===== src/rtl/sram_bist_checker_read_pipe.sv =====
// bist_read_pipe: delay line carrying {valid, expected, addr} for each issued
// read so the expected value lines up with SRAM read data.
// Ports:
//   clk, rst_n             clock, synchronous active-low reset (clears valids)
//   in_valid/expected/addr entry loaded every cycle at stage 0
//   out_valid/expected/addr last stage (compare point)
//   empty                  no valid entry anywhere in the line
module bist_read_pipe #(
    parameter int DEPTH      = 2,
    parameter int DATA_WIDTH = 32,
    parameter int ADDR_WIDTH = 8
) (
    input  logic                  clk,
    input  logic                  rst_n,
    input  logic                  in_valid,
    input  logic [DATA_WIDTH-1:0] in_expected,
    input  logic [ADDR_WIDTH-1:0] in_addr,
    output logic                  out_valid,
    output logic [DATA_WIDTH-1:0] out_expected,
    output logic [ADDR_WIDTH-1:0] out_addr,
    output logic                  empty
);

    logic [DEPTH-1:0]      valid_q;
    logic [DATA_WIDTH-1:0] exp_q  [DEPTH];
    logic [ADDR_WIDTH-1:0] addr_q [DEPTH];

    always_ff @(posedge clk) begin
        if (!rst_n) begin
            valid_q <= '0;
        end else begin
            valid_q <= {valid_q[DEPTH-2:0], in_valid};
        end
    end

    // Payload is only meaningful under its valid bit, so it needs no reset.
    always_ff @(posedge clk) begin
        exp_q[0]  <= in_expected;
        addr_q[0] <= in_addr;
        for (int i = 1; i < DEPTH; i++) begin
            exp_q[i]  <= exp_q[i-1];
            addr_q[i] <= addr_q[i-1];
        end
    end

    assign out_valid    = valid_q[DEPTH-1];
    assign out_expected = exp_q[DEPTH-1];
    assign out_addr     = addr_q[DEPTH-1];
    assign empty        = ~|valid_q;

endmodule


===== config.mk =====
export PLATFORM = sky130hd
export DESIGN_NAME = bist_read_pipe
export DESIGN_NICKNAME = d
export VERILOG_FILES = /design/src/rtl/sram_bist_checker_read_pipe.sv
export SDC_FILE = /design/constraint.sdc
export NUM_CORES = 1
export LEC_CHECK = 0
export CAP_MARGIN = 10
export CORE_MARGIN = 3
export CORE_UTILIZATION = 30
export CTS_CLUSTER_SIZE = 28
export DETAILED_ROUTE_END_ITERATION = 8
export GPL_TIMING_DRIVEN = 1
export SETUP_SLACK_MARGIN = 0.2
export SLEW_MARGIN = 0
export SYNTH_ARGS = -nofsm -noshare
export SYNTH_HDL_FRONTEND = slang
export SYNTH_SLANG_ARGS = --single-unit

===== constraint.sdc =====
create_clock -name clk -period 0.8 [get_ports clk]
set_clock_uncertainty 0.05 [all_clocks]
set_input_delay 0.08 -clock clk [delete_from_list [all_inputs] [get_ports clk]]
set_output_delay 0.08 -clock clk [all_outputs]
set_load 0.005 [all_outputs]

==> results.json <==
{
  "drt_iter0_markers": 12,
  "num_vias": 897,
  "power_density_nw_per_um2": 2920,
  "syn-cell-area_um2": 1960,
  "power_w": 0.00775,
  "ys_async_sr_fraction_pct": 0,
  "holdBufCountCts": 0,
  "crit_path_end_kind": "output port",
  "ir_worst_vdd_mv": 1.51,
  "clockRootBuffer": "clkbuf_8",
  "fin_ws_ps": -173,
  "synth_mux_area_share_pct": 0,
  "crit_type": "reg2out",
  "cp_slowest_stage_delay_ps": 320,
  "hp-class": "in2reg",
  "drive_gt1_share_pct": 37.0,
  "ant_nets": 0,
  "synth-simple-area-share_pct": 0.831,
  "cts_buffers": 9,
  "syn_nets": 168,
  "p_leak_nw": 1.14,
  "ios": 85,
  "start_util_pct": 31.9,
  "cts_tree": "yes",
  "finalWirelength_um": 2740,
  "clock.fmax_mhz": 1030,
  "grt_overflow": 0,
  "avgSynthCellArea_um2": 15.7,
  "grt_pass1_wl_um": 4170,
  "holdWs_ps": 131,
  "violations": "negative setup slack",
  "cp.arrival_ps": 840,
  "synth_fa_ha_area_share_pct": 0,
  "fill_cells": 562,
  "routed_via_density": 3.46,
  "ys_ff_latch": 82,
  "yosysWarnings": 0,
  "cp_max_fo": 2,
  "area_delta_synth_final_pct": 35.3,
  "synth.most_common_cell": "dfxtp_1",
  "final_nets": 223,
  "grt_max_degree": 14,
  "rsz0062_at_grt": "yes",
  "max_slew.worst_pin.slew_ps": 103,
  "startpoint_type": "flip-flop",
  "hold_viol": 0,
  "slowest_stage": "dfxtp_2",
  "status": "finished with violations",
  "multi_input_area_um2": 16.3,
  "yosysTopAreaCellShare_pct": 83.8,
  "setup_violations": 42,
  "crit_path_cell_trace": "nor2_1, buf_2",
  "grt_pass1_vias": 925,
  "row_count": 28,
  "synth_edf_count": 0,
  "synthXorXnorAreaFrac_pct": 0,
  "cts_sinks": 82,
  "antenna_found_initial": 0,
  "ff_latch_area_um2": 1660,
  "synth_ff_type": "dfxtp_1",
  "io_buffer_count": 84,
  "place_congestion": 0.637,
  "remaining_drc_errors": 0,
  "yosysSeqAreaShare_pct": 83.8,
  "dr.pass1.iters": 2,
  "min_period_ps": 973,
  "clock_latency_ps": 330,
  "die_w_um": 86.8,
  "slew_viol_final": 0,
  "diodes": 0,
  "fin_crit_sh_pct": 122,
  "relSlewSlack_pct": 93.1,
  "synth_top_family_by_area": "buffers and inverters",
  "grtUsageTotal_pct": 7.91,
  "die-area_um2": 7530,
  "maxCapViolations": 0,
  "core_um2": 6130,
  "post_drt_wl_per_cell_um": 10.6,
  "crit_required_ps": 670,
  "clockBufferDepth": 2,
  "ys_types": 4,
  "ys_top_cells_by_count": "dfxtp_1 (82), buf_4 (40), and2_1 (2)",
  "path_clk_slew_ps": 80,
  "synth_area_leaders": "dfxtp_1 (84%), buf_4 (15%), and2_1 (0.64%)",
  "cts_setup_buffers": 0,
  "yosysTopAreaCell": "dfxtp_1",
  "postSynthCellCount": 125,
  "dieHeight_um": 86.8,
  "synth-compound-area-share_pct": 0,
  "htreeDepth": 3
}
[worst paths after layout]
check	from	to	slack (ps)	cells after the start
worst min-delay path	in_addr[1]	addr_q[0][1]$_DFF_P_	130	1
worst min register to register	exp_q[0][0]$_DFF_P_	exp_q[0][32]$_DFF_P_	280	0
worst max register to register	valid_q[0]$_SDFF_PN0_	valid_q[1]$_SDFF_PN0_	200	1
worst max-delay path	valid_q[1]$_SDFF_PN0_	empty	-170	2
[area by class of cell]
type / count / share of cell area (%)
Clock buffer: 10 / 4.82
Clock inverter: 5 / 3.02
Multi-Input combinational cell: 3 / 0.614
Sequential cell: 82 / 62.5
Tap cell: 75 / 3.54
Timing Repair Buffer: 84 / 25.5
[cells by family after synthesis]
| kind of cell | count (synthesis) |
|---|---|
| AND/OR/NAND/NOR | 3 |
| buffers and inverters | 40 |
| flip-flops | 82 |
[stage by stage]
stage	cells	setup TNS, ps	setup slack [ps]	instance area (um2)	utilization (%)
2_1_floorplan	125	0	237	1960	-
3_3_place_gp	244	-4940	-209	2590	42.3
3_5_place_dp	244	-5070	-227	2590	42.3
4_1_cts	259	-4820	-219	2590	42.3
5_1_grt	259	-5730	-258	2650	43.2
6_report	259	-3340	-173	2650	43.2
[registers in the layout, summed over array words and instances, names as in the netlist]
signal / cells
addr_q: 16
valid_q: 2
exp_q: 64
[layout by cell type, fill, tap and decap left out]
cell type | Yosys | routed
buf_2 | 0 | 35
and2_1 | 2 | 2
clkdlybuf4s50_1 | 0 | 42
nor2_1 | 1 | 1
bufinv_16 | 0 | 2
dfxtp_1 | 82 | 70
clkinv_2 | 0 | 1
clkbuf_8 | 0 | 9
dfxtp_2 | 0 | 12
buf_6 | 0 | 7
clkbuf_1 | 0 | 1
clkinvlp_4 | 0 | 2
[per-layer routing]
metal	share of wire [%]	routed length (um)	vias to the layer above	track usage (%)
li1	-	-	448	-
met1	34	936	382	6.18
met2	44	1210	64	12.1
met3	20	556	3	9.60
met4	1.5	41	0	2.55
met5	0	0	-	0
[repair_timing]
| item | in CTS | in global routing |
|---|---|---|
| gates resized for setup | 172 | 15 |
| endpoints found under the setup margin | 42 | 43 |
| pin swaps | 1 | 1 |
[worst max-delay path: cells and delay by family, from the launching register on]
kind,cells,cell delay (ps)
buffers and inverters,1,110
DFF,1,320
and+or+nand+nor,1,80
[report_power, final]
group / internal, W / leakage (nW) / switching, W
combinational: 0.000270 / 0.352 / 0.0000820
clock: 0.00173 / 0.0984 / 0.00131
sequential: 0.00430 / 0.692 / 0.0000475
Note: power is estimated with default switching activity, not from simulation.
